### src/rtl/alu.sv
// Execute-stage ALU: operand-B select (bus_b or imm), 16 integer ops on N-bit
// operands, combinational result/flags plus a registered copy for the MEM stage.
module alu #(
  parameter int N = 32
) (
  input  logic         clk,
  input  logic         rst_n,
  input  logic         en,
  input  logic         alu_src,
  input  logic [N-1:0] bus_a,
  input  logic [N-1:0] bus_b,
  input  logic [N-1:0] imm,
  input  logic [3:0]   alu_ctrl,
  output logic [N-1:0] result,
  output logic         overflow,
  output logic         zero,
  output logic [N-1:0] q_result,
  output logic         q_overflow,
  output logic         q_zero
);

  typedef enum logic [3:0] {
    OP_ADD  = 4'h0,
    OP_ADDU = 4'h1,
    OP_SUB  = 4'h2,
    OP_SUBU = 4'h3,
    OP_AND  = 4'h4,
    OP_OR   = 4'h5,
    OP_XOR  = 4'h6,
    OP_SLL  = 4'h7,
    OP_SRL  = 4'h8,
    OP_SRA  = 4'h9,
    OP_SEQ  = 4'hA,
    OP_SNE  = 4'hB,
    OP_SLT  = 4'hC,
    OP_SGT  = 4'hD,
    OP_SLE  = 4'hE,
    OP_SGE  = 4'hF
  } alu_op_e;

  logic [N-1:0] w_opb;
  logic [N-1:0] w_sum;
  logic [N-1:0] w_diff;
  logic [N-1:0] w_result;
  logic [4:0]   w_shamt;
  logic         w_eq;
  logic         w_lt;
  logic         w_add_ovf;
  logic         w_sub_ovf;
  logic         w_overflow;

  assign w_opb   = alu_src ? imm : bus_b;
  assign w_sum   = bus_a + w_opb;
  assign w_diff  = bus_a - w_opb;
  assign w_shamt = w_opb[4:0];
  assign w_eq    = (bus_a == w_opb);
  assign w_lt    = ($signed(bus_a) < $signed(w_opb));

  // Signed overflow from sign bits only; the result itself is always the wrapped value.
  assign w_add_ovf = (bus_a[N-1] == w_opb[N-1]) && (w_sum[N-1]  != bus_a[N-1]);
  assign w_sub_ovf = (bus_a[N-1] != w_opb[N-1]) && (w_diff[N-1] != bus_a[N-1]);

  always_comb begin
    // NOTE: every output of this block gets a default first, so no path can infer a latch.
    w_result   = '0;
    w_overflow = 1'b0;
    case (alu_op_e'(alu_ctrl))
      OP_ADD:  begin
        w_result   = w_sum;
        w_overflow = w_add_ovf;
      end
      OP_ADDU: w_result = w_sum;
      OP_SUB:  begin
        w_result   = w_diff;
        w_overflow = w_sub_ovf;
      end
      OP_SUBU: w_result = w_diff;
      OP_AND:  w_result = bus_a & w_opb;
      OP_OR:   w_result = bus_a | w_opb;
      OP_XOR:  w_result = bus_a ^ w_opb;
      OP_SLL:  w_result = bus_a << w_shamt;
      OP_SRL:  w_result = bus_a >> w_shamt;
      OP_SRA:  w_result = $unsigned($signed(bus_a) >>> w_shamt);
      OP_SEQ:  w_result = {{(N-1){1'b0}}, w_eq};
      OP_SNE:  w_result = {{(N-1){1'b0}}, ~w_eq};
      OP_SLT:  w_result = {{(N-1){1'b0}}, w_lt};
      OP_SGT:  w_result = {{(N-1){1'b0}}, ~w_lt & ~w_eq};
      OP_SLE:  w_result = {{(N-1){1'b0}}, w_lt | w_eq};
      OP_SGE:  w_result = {{(N-1){1'b0}}, ~w_lt};
      default: ;
    endcase
  end

  assign result   = w_result;
  assign overflow = w_overflow;
  assign zero     = (w_result == '0);

  always_ff @(posedge clk or negedge rst_n) begin
    // NOTE: sequential state uses non-blocking assignments so all flops update together.
    if (!rst_n) begin
      q_result   <= '0;
      q_overflow <= 1'b0;
      q_zero     <= 1'b0;
    end else if (en) begin
      q_result   <= w_result;
      q_overflow <= w_overflow;
      q_zero     <= (w_result == '0);
    end
  end

endmodule

### config.mk
export PLATFORM = sky130hd
export DESIGN_NAME = alu
export DESIGN_NICKNAME = d
export VERILOG_FILES = /design/src/rtl/alu.sv
export SDC_FILE = /design/constraint.sdc
export NUM_CORES = 1
export LEC_CHECK = 0
export ABC_AREA = 1
export CORE_MARGIN = 4
export CORE_UTILIZATION = 38
export DETAILED_ROUTE_END_ITERATION = 8
export GPL_TIMING_DRIVEN = 0
export SYNTH_ARGS = -nofsm -noshare
export SYNTH_HDL_FRONTEND = slang
export SYNTH_SLANG_ARGS = --single-unit
### constraint.sdc
create_clock -name clk -period 6.5 [get_ports clk]
set_input_delay 1.3 -clock clk [delete_from_list [all_inputs] [get_ports clk]]
set_output_delay 1.3 -clock clk [all_outputs]
set_load 0.03 [all_outputs]
==> run summary <==
======================================================================================================
Result of the run ....................................................................... finished, violations left
Violations in the final reports ......................................................... negative setup slack
Hold wc startpoint ...................................................................... q_result[1]$_DFFE_PN0P_
CTS Buf Count ...........................................................................            5
Hold Path End ........................................................................... q_result[1]$_DFFE_PN0P_
Required time at the endpoint of the critical path ......................................      5.20 ns
CP top delay family ..................................................................... simple AND/OR/NAND/NOR gates
Setup crit start kind ...................................................................   input port
Final clock skew ........................................................................         0 ns
Synthesized netlist net count ...........................................................         2527
PD cells ................................................................................  153 nW/um^2
Via-to-Cell Ratio .......................................................................         6.15
Register-to-Register Setup Slack ........................................................      5.82 ns
Global-route usage over all layers ......................................................        41.6%
Netlist area before placement ...........................................................   12000 um^2
Crit path cell chain .................................................................... clkbuf_4 -> inv_4 -> clkbuf_4 -> clkbuf_4 -> or2_2 -> o21ai_0 -> ha_2 -> inv_2 -> nand2_1 -> nor2_2 -> nand2_1 -> nor2_1 -> nand2_1 -> nand2_1 -> nand2_1 -> nand3_1 -> nand3_1 -> nor2_4 -> nand2_1 -> nor2_1 -> nand2_1 -> nor2_2 -> and2_1 -> buf_4
Share of the yosys chip area belonging to registers .....................................        7.09%
Most common cell type on the critical path ..............................................      nand2_1
Number of flops mapped to enable cells by yosys .........................................            0
Flip-flop cell with the highest count after synthesis ...................................      dfrtp_1
Vias in the first global route ..........................................................        16200
Count of buffering cells on the critical path with inverters included ...................            6
Setup-violating endpoint count in the final report ......................................            1
Count of different cell masters after synthesis .........................................           47
Starting DRC count in detailed routing ..................................................         2976
Mean Syn Cell Area ......................................................................    5.16 um^2
Final Cell Area .........................................................................   15000 um^2
Warnings from Yosys .....................................................................            0
Clock Root Buffer .......................................................................    clkbuf_16
Util after Layout .......................................................................        48.4%
Maximum fanout count along the critical path ............................................           10
Height of the die .......................................................................       186 um
Final wirelength ........................................................................     74600 um
Layout overhead on the synthesized area .................................................        24.6%
Setup repair after global routing missed its margin .....................................          yes
Clock transition at the register clock pins on the worst setup and hold paths after CTS .      0.05 ns
Cell count after synthesis ..............................................................         2324
Routed WL per cell ......................................................................      25.7 um
Maximum Capacitance Violations ..........................................................            0
Arrival time worst endpoint .............................................................      5.21 ns
Synthesized flop and latch total ........................................................           34
Worst reg2reg path depth ................................................................            2
Worst setup EP type ..................................................................... primary output
Path type of the worst setup path ....................................................... input port to primary output
Detailed-routing iteration count for the pre-antenna-repair pass ........................            6
Maximum clock frequency .................................................................      154 MHz
Share of synthesized registers carrying an async set or reset ...........................         100%
Start of the worst register-to-register path ............................................ q_result[16]$_DFFE_PN0P_
DRC .....................................................................................            0
Cell type contributing the most total cell area after synthesis .........................      nand2_1
Pin count of the biggest net entering global routing ....................................           35
Vias ....................................................................................        17900
Weighted congestion reported at the end of routability-driven placement .................         1.09
Area after DPL ..........................................................................   14200 um^2
Number of ports placed on the die boundary ..............................................          172
Leakage .................................................................................      7.82 nW
I/O Buffers .............................................................................          168
Total congestion overflow after global routing ..........................................            0
Filler instances ........................................................................         3431
Cell with the biggest individual delay on the critical path .............................         ha_2
H-Tree Level Count ......................................................................            2
Antenna violations before repair ........................................................            2
Total number of nets in the final design ................................................         2712
Number of slew-limit violations in the final report .....................................            0
Max_slew headroom .......................................................................        30.3%
Clk sink count ..........................................................................           34
Total inserted antenna cells ............................................................            0
Core area ...............................................................................   30900 um^2
Share of layout cells above drive strength 1 ............................................        11.7%
Share of Yosys cell area claimed by the top area cell type ..............................        21.2%
Worst IR Drop VDD .......................................................................       111 uV
Clock network latency to the later pin of the worst-skew pair ...........................      0.27 ns
Number of rows in the core area .........................................................           64
Pin slew with the least headroom to its limit ...........................................      1.04 ns
Post-DP HPWL ............................................................................     62700 um
Area of the die .........................................................................   34500 um^2
Initial Utilization .....................................................................        38.8%
Biggest area contributors in the synthesized netlist .................................... nand2_1 21%, nand3_1 19%, ha_1 10%, inv_1 9.1%, dfrtp_1 7.1%
Final cycle utilization of the critical path ............................................         100%
Final-report hold violation count .......................................................            0
Final Critical Period ...................................................................      6.51 ns
Worst min-delay path category ........................................................... flop to flop
Post-route worst setup slack ............................................................   -0.0142 ns
Post-DRT Antenna Nets ...................................................................            0
Critical path's largest stage delay .....................................................      0.43 ns
TritonCTS clock tree ....................................................................         done
Die span in x ...........................................................................       186 um
Max clock buf depth .....................................................................            2
First-pass GRT wire length ..............................................................    107000 um
Number of cells on the worst hold path ..................................................            2
Terminus of the critical flop-to-flop path .............................................. q_result[16]$_DFFE_PN0P_
CTS Hold Buffers Added ..................................................................            0
======================================================================================================
-- where the power goes --
group,switching [W],leakage [nW],internal (W)
Combinational,0.00125,7.31,0.000543
Sequential,0.0000172,0.440,0.000245
Clock,0.0000771,0.0688,0.000148
Total,0.00135,7.82,0.000935
-- layout by cell type, fill, tap and decap left out, types with 8 or more instances in the layout --
cell | synthesis | final
dlygate4sd2_1 | 0 | 17
clkdlybuf4s50_1 | 0 | 143
dfrtp_1 | 34 | 34
o21ai_0 | 124 | 106
ha_1 | 97 | 85
o21ai_1 | 7 | 11
nor2_1 | 202 | 153
nor2_2 | 7 | 42
clkbuf_1 | 37 | 22
nand4_1 | 25 | 25
nand2_2 | 6 | 15
nor2_4 | 1 | 15
nand2_1 | 679 | 666
o21ai_2 | 0 | 14
buf_2 | 47 | 43
ha_2 | 0 | 12
a221oi_1 | 8 | 8
nor3_1 | 17 | 14
buf_4 | 9 | 31
o22ai_1 | 18 | 17
inv_1 | 291 | 287
or2_2 | 29 | 29
a21oi_1 | 129 | 121
nand3_2 | 20 | 27
o21bai_1 | 9 | 9
nand3_1 | 464 | 457
-- state kept, by name, summed over array words and instances (netlist names) --
name	count
q_overflow	1
q_result	32
q_zero	1
-- cells in the mapped netlist (2+ instances only) --
master	instances
nand2_1	679
nand3_1	464
inv_1	291
nor2_1	202
a21oi_1	129
o21ai_0	124
ha_1	97
buf_2	47
clkbuf_1	37
dfrtp_1	34
or2_2	29
nand4_1	25
nand3_2	20
o22ai_1	18
nor3_1	17
buf_4	9
o21bai_1	9
a221oi_1	8
and2_1	7
nor2_2	7
o21ai_1	7
nand2_2	6
buf_1	5
inv_2	5
o211ai_1	5
a211oi_1	4
buf_6	4
nor3_2	4
clkbuf_2	3
nand3b_1	3
a21boi_0	2
a21o_1	2
buf_8	2
clkinv_1	2
fa_1	2
nand2_4	2
nor4_1	2
xor2_1	2
-- metrics by stage --
stage | cells | total power, W | worst slack, ns | hold WS [ns] | TNS, ns
after floorplan | 2324 | 0.00124 | 0.974 | 0.662 | 0
after global placement | 2888 | 0.00190 | -2.09 | 0.462 | -30.96
after detailed placement | 2888 | 0.00190 | -2.11 | 0.465 | -32.02
after CTS | 2895 | 0.00216 | -0.137 | 0.479 | -0.137
after global routing | 2904 | 0.00240 | -0.136 | 0.496 | -0.136
final | 2904 | 0.00228 | -0.0142 | 0.476 | -0.0142
-- routing by layer --
layer,global-route usage [%],vias up,wire [um]
met3,12.9,292,11200
met4,23.4,4,5430
met5,0.286,-,25
met2,57.8,1455,28700
li1,-,7954,-
met1,56.6,8154,29200
-- area by class of cell --
type / count / area [um^2] / area share (%)
well taps: 396 / 495 / 3.31
plain buffers: 97 / 579 / 3.87
flip-flops and latches: 34 / 851 / 5.69
multi-input cells: 1883 / 9940 / 66.5
inverters: 299 / 1140 / 7.62
repair buffers: 189 / 1810 / 12.1
clock buffers: 6 / 139 / 0.929
-- timing repair --
action                                  in CTS  in global routing
buffers inserted                             8                 13
cloned                                       0                  0
endpoints found under the setup margin      33                 31
pin swaps                                   12                 15
gates resized for setup                    123                105
-- kinds of logic after synthesis --
family | count (synthesis) | synth area share [%]
AND/OR/NAND/NOR | 1469 | 54.1
XOR/XNOR | 2 | 0.146
AO/OA/AOI/OAI | 313 | 14.1
buffers and inverters | 407 | 14.1
flip-flops | 34 | 7.09
adder cells (fa/ha/maj) | 99 | 10.4
-- worst reg2reg max path: stages, from the launching register on --
cell     delay [ns]
dfrtp_1        0.37
nand2_1        0.07
o21ai_0        0.10
-- worst max-delay path by stage --
stage,start,end,slack (ns),depth (start not counted)
finish,alu_src,zero,-0.01,24
global route,alu_src,zero,-0.14,23
CTS,imm[2],zero,-0.14,24
detailed placement,alu_src,zero,-2.11,24
global placement,alu_src,zero,-2.09,24
floorplan,alu_src,zero,0.97,23
No activity file was read; power rests on OpenSTA's default activity.
